--- config.mk ---
export PLATFORM = sky130hd
export DESIGN_NAME = io_bus_cycle_controller
export DESIGN_NICKNAME = d
export VERILOG_FILES = /design/src/rtl/io_bus_pkg.sv /design/src/rtl/io_wait_counter.sv /design/src/rtl/io_bus_cycle_controller.sv
export SDC_FILE = /design/constraint.sdc
export NUM_CORES = 1
export LEC_CHECK = 0
export ABC_CLOCK_PERIOD_IN_PS = 1400
export BUFFER_PORTS_ARGS = -buffer_cell sky130_fd_sc_hd__buf_2
export CORE_ASPECT_RATIO = 1.2
export CORE_MARGIN = 1
export CORE_UTILIZATION = 45
export CTS_BUF_LIST = sky130_fd_sc_hd__clkbuf_8
export DETAILED_ROUTE_END_ITERATION = 8
export GPL_TIMING_DRIVEN = 0
export PLACE_DENSITY = 0.78
export SLEW_MARGIN = 20
export SYNTH_ARGS = -nofsm -noshare
export SYNTH_HDL_FRONTEND = slang
export SYNTH_SLANG_ARGS = --single-unit
export TNS_END_PERCENT = 50
--- constraint.sdc ---
create_clock -name CLK -period 1.4 [get_ports CLK]
set_input_delay 0.28 -clock CLK [delete_from_list [all_inputs] [get_ports CLK]]
set_output_delay 0.28 -clock CLK [all_outputs]
set_load 0.01 [all_outputs]
--- src/rtl/io_bus_pkg.sv ---
// Shared types and constants for the Z80 I/O bus cycle controller.
package io_bus_pkg;

  typedef enum logic [2:0] {
    IDLE = 3'd0,
    T1   = 3'd1,
    T2   = 3'd2,
    TW   = 3'd3,
    T3   = 3'd4
  } state_t;

  localparam int         AUTO_WAIT_DEFAULT = 1;
  localparam int         TIMEOUT_DEFAULT   = 0;
  localparam logic [7:0] TIMEOUT_FILL      = 8'hFF;

endpackage

--- src/rtl/io_wait_counter.sv ---
// Mandatory-wait down-counter and consecutive WAIT_n-low sample counter.
module io_wait_counter #(
  parameter int CNT_W   = 3,
  parameter int TO_W    = 16,
  parameter int TIMEOUT = 0
) (
  input  logic             clk,
  input  logic             reset,
  input  logic             load,
  input  logic [CNT_W-1:0] load_value,
  input  logic             dec,
  input  logic             clear,
  input  logic             inc,
  output logic             wait_zero,
  output logic             to_last
);

  logic [CNT_W-1:0] wait_cnt;
  logic [TO_W-1:0]  to_cnt;

  always_ff @(posedge clk) begin
    if (reset) begin
      wait_cnt <= '0;
      to_cnt   <= '0;
    end else begin
      if (load)
        wait_cnt <= load_value;
      else if (dec && wait_cnt != '0)
        wait_cnt <= wait_cnt - 1'b1;

      if (clear)
        to_cnt <= '0;
      else if (inc)
        to_cnt <= to_cnt + 1'b1;
    end
  end

  // to_last is high on the sample that would be the TIMEOUT-th consecutive low one.
  always_comb begin
    wait_zero = (wait_cnt == '0);
    to_last   = (TIMEOUT != 0) && (to_cnt == TO_W'(TIMEOUT - 1));
  end

endmodule

--- src/rtl/io_bus_cycle_controller.sv ---
// Runs the external Z80 IN r,(C) / OUT (C),r bus cycle: T1, T2, TW..., T3.
module io_bus_cycle_controller
  import io_bus_pkg::*;
#(
  parameter int AUTO_WAIT = AUTO_WAIT_DEFAULT,
  parameter int TIMEOUT   = TIMEOUT_DEFAULT
) (
  input  logic        CLK,
  input  logic        RESET,
  input  logic        PC_I0,
  input  logic        PC_O0,
  input  logic [15:0] Address,
  input  logic [7:0]  OutData,
  output logic [15:0] BusAddress,
  output logic [7:0]  BusDataOut,
  output logic        BusDataOE,
  input  logic [7:0]  BusDataIn,
  output logic        IORQ_n,
  output logic        RD_n,
  output logic        WR_n,
  input  logic        WAIT_n,
  output logic [7:0]  InData,
  output logic        InSign,
  output logic        InZero,
  output logic        InParity,
  output logic        Busy,
  output logic        Done,
  output logic        TimedOut,
  output logic        ProtoErr,
  output state_t      dbg_state
);

  // The counter holds the mandatory TW cycles still to pass before WAIT_n is sampled.
  localparam logic [2:0] WAIT_LOAD = (AUTO_WAIT > 0) ? 3'(AUTO_WAIT - 1) : 3'd0;

  state_t state;
  logic   is_read;
  logic   wait_zero, to_last;
  logic   start_any, in_sample, go_t3, timeout_hit;

  always_comb begin
    start_any   = PC_I0 | PC_O0;
    in_sample   = (state == T2 && AUTO_WAIT == 0) || (state == TW && wait_zero);
    timeout_hit = in_sample && !WAIT_n && to_last;
    go_t3       = in_sample && (WAIT_n || to_last);
    InSign      = InData[7];
    InZero      = (InData == 8'h00);
    InParity    = ~^InData;
    dbg_state   = state;
  end

  io_wait_counter #(
    .CNT_W  (3),
    .TO_W   (16),
    .TIMEOUT(TIMEOUT)
  ) u_wait_counter (
    .clk       (CLK),
    .reset     (RESET),
    .load      (state == T2),
    .load_value(WAIT_LOAD),
    .dec       (state == TW),
    .clear     (state == T1),
    .inc       (in_sample && !WAIT_n),
    .wait_zero (wait_zero),
    .to_last   (to_last)
  );

  always_ff @(posedge CLK) begin
    if (RESET) begin
      state      <= IDLE;
      is_read    <= 1'b0;
      IORQ_n     <= 1'b1;
      RD_n       <= 1'b1;
      WR_n       <= 1'b1;
      BusAddress <= '0;
      BusDataOut <= '0;
      BusDataOE  <= 1'b0;
      InData     <= '0;
      Busy       <= 1'b0;
      Done       <= 1'b0;
      TimedOut   <= 1'b0;
      ProtoErr   <= 1'b0;
    end else begin
      Done     <= 1'b0;
      ProtoErr <= 1'b0;
      case (state)
        IDLE: begin
          if (PC_I0 && PC_O0) begin
            ProtoErr <= 1'b1;
          end else if (start_any) begin
            state      <= T1;
            Busy       <= 1'b1;
            TimedOut   <= 1'b0;
            is_read    <= PC_I0;
            BusAddress <= Address;
            if (PC_O0) begin
              BusDataOut <= OutData;
              BusDataOE  <= 1'b1;
            end
          end
        end
        T1: begin
          state  <= T2;
          IORQ_n <= 1'b0;
          RD_n   <= ~is_read;
          WR_n   <= is_read;
        end
        T2, TW: begin
          if (go_t3) begin
            state  <= T3;
            IORQ_n <= 1'b1;
            RD_n   <= 1'b1;
            WR_n   <= 1'b1;
            Done   <= 1'b1;
            if (timeout_hit)
              TimedOut <= 1'b1;
            if (is_read)
              InData <= timeout_hit ? TIMEOUT_FILL : BusDataIn;
          end else begin
            state <= TW;
          end
        end
        T3: begin
          state     <= IDLE;
          Busy      <= 1'b0;
          BusDataOE <= 1'b0;
        end
        default: state <= IDLE;
      endcase
      // A start while a cycle is running is rejected without disturbing it.
      if (state != IDLE && start_any)
        ProtoErr <= 1'b1;
    end
  end

endmodule

==> flow_summary.ini <==
[clocking]
clock_latency_ps = 300
cts_buffer_depth = 2
htreeDepth = 2
cts_inserted_buffers = 5
clk_pin_slew_worst_paths_ps = 90
cts_tree = done
clock-root-buffer = clkbuf_8
clock_sinks = 46

[floorplan]
die_w_um = 64.8
die_area_sq_um = 5010
dieHeight_um = 77.3
io_pins = 83
rows = 27
initial_utilization = 0.466
core_sq_um = 4560

[logic_synthesis]
syn_area_sq_um = 2130
synth_top_cell_by_area = dfxtp_1
syn_nets = 287
syn_avg_cell_area_sq_um = 8.83
yosysMostFrequentCell = dfxtp_1
yosys-top-cells-count = dfxtp_1 (46), nand2_1 (37), a21oi_1 (24)
synth_top_area_share = 0.433
async_flop_share = 0
yosys_warnings = 0
synthCells = 241
synth_area_leaders = dfxtp_1 (43%), nand2_1 (6.5%), a21oi_1 (5.6%)
synth.distinct_cells = 35
seq_area_frac_synth = 0.433
ys.flop_type = dfxtp_1
synth_edf_count = 0
synth-seq-cells = 46

[sta]
finalWorstSetupSlack_ps = -244
max-slew-margin-rel = 0.651
finalCritPeriodShare = 1.17
rsz0062_at_grt = true
final.setup_skew_ps = 7.41
fmax_mhz = 608
finalHoldViolCount = 0
slew_viol_final = 0
hold_ws_ps = 215
setup_viol = 4
fin_crit_ps = 1640
worstMarginPinSlew_ps = 524
tns_ps = -328

[global_routing]
grt_overflow_total = 0
grt_use_total = 0.209
grt_pass1_wl_mm = 8.15
grt_max_degree = 14
first_global_vias = 1844
antenna_found_initial = 0

[placed_design]
place_inst = 380
dp_slack_ps = -397
io_buffers = 81
placed_area_sq_um = 2640
gp_congestion = 0.811
dp_hpwl_mm = 3.56

[critical_path]
worstPathRequired_ps = 1120
crit_path_start_kind = flop
crit_path_end_kind = output port
crit_arrival_ps = 1360
path_class = flop to output port
cp_max_fo = 2

[final_layout]
multi_input_area_sq_um = 1160
syn2layout_area_growth_pct = 39.5
diodes = 0
num-fill-cells = 401
final_nets = 386
final-seq-area_sq_um = 941
drive_gt1_frac = 0.460
fin_util = 0.651
fin_area_sq_um = 2970
layout.cells.non_filler = 399

[worst_hold_path]
min-delay-path-class = primary input to flop

[detailed_routing]
vias = 1979
via_per_inst = 4.96
drtIter0Drc = 59
drt-pass1-iter-count = 4
route.antenna.remaining_nets = 0
drc_errors = 0
routedWlPerCell_um = 12.7
wirelength_mm = 5.06

[run]
drv_cap = 0

[pwr]
max-vdd-ir-drop_v = 0.000754
power_mw = 2.88
power.density_nw_per_um2 = 969
p_leak_nw = 1.30

[outcome]
violations = negative setup slack
outcome = finished with violations
[final cells by class]
cell class                 instances  area share
sequential                        46       0.317
buffer                            17      0.0426
multi-input combinational        162       0.392
inverter                          14      0.0228
tap                               58      0.0245
clock inverter                     2     0.00295
clock buffer                       6      0.0278
timing repair buffer              94       0.170
[critical path, stage by stage (launching register included)]
cell and delay (ps):
dfxtp_2 340, inv_2 50, ha_4 230, xnor2_2 170
xnor2_1 130, buf_2 140
[cells in the final DEF (no fill, tap or decap), drive strengths merged, types with 2 or more instances in the layout]
cell,n
ha,9
xnor2,3
or4b,2
mux2i,8
nor2b,10
dfxtp,46
clkbuf,13
inv,15
o211ai,2
or3,4
nor3,2
nand2b,16
o31ai,8
buf,104
a211oi,5
nand4,8
a21oi,24
nand2,37
nor2,6
o21ai,3
nand3b,2
and3b,2
[state kept, by name, summed over array words and instances (netlist names)]
signal,flops
RD_n,1
Busy,1
IORQ_n,1
BusAddress,16
is_read,1
WR_n,1
BusDataOE,1
InData,8
ProtoErr,1
BusDataOut,8
u_wait_counter.wait_cnt,3
dbg_state,3
Done,1
[power by group]
group	internal, mW	switching (mW)
clock network	0.392	0.442
registers	1.39	0.0490
logic	0.291	0.314
[worst paths after layout]
| path | startpoint | endpoint | slack [ps] | depth (start not counted) |
|---|---|---|---|---|
| min reg2reg | BusAddress[5] | BusAddress[5] | 450 | 2 |
| min | Address[4] | BusAddress[4] | 220 | 3 |
| max reg2reg | dbg_state[2] | u_wait_counter.wait_cnt[2] | -50 | 4 |
| max | InData[1] | InParity | -240 | 5 |
[routing by layer]
layer | global-route usage | wire [um] | up-vias
met5 | 0 | 0 | -
met4 | 0.0778 | 90 | 0
met3 | 0.0521 | 266 | 7
met2 | 0.367 | 2510 | 56
met1 | 0.238 | 2190 | 904
li1 | - | - | 1012
[logic make-up (layout without fill, tap and decap cells)]
| logic type | after synthesis | after routing | share of synthesized area |
|---|---|---|---|
| muxes | 8 | 8 | 0.0376 |
| buffers and inverters | 33 | 133 | 0.0829 |
| and+or+nand+nor | 96 | 96 | 0.253 |
| DFF | 46 | 46 | 0.433 |
| xor gates and xnor gates | 3 | 3 | 0.0124 |
| adders and majority gates | 9 | 9 | 0.0529 |
| AOI/OAI and AO/OA | 45 | 45 | 0.126 |
| other | 1 | 1 | 0.00176 |
[what timing repair did]
action | 4_1_cts | 5_1_grt
pin swaps | 11 | 4
setup endpoints to repair | 33 | 28
buffers inserted | 7 | 6
hold buffers | 0 | 0
resized for setup | 32 | 20
endpoints found under the hold margin | 0 | 0
Power figures use the tool's default switching activity.
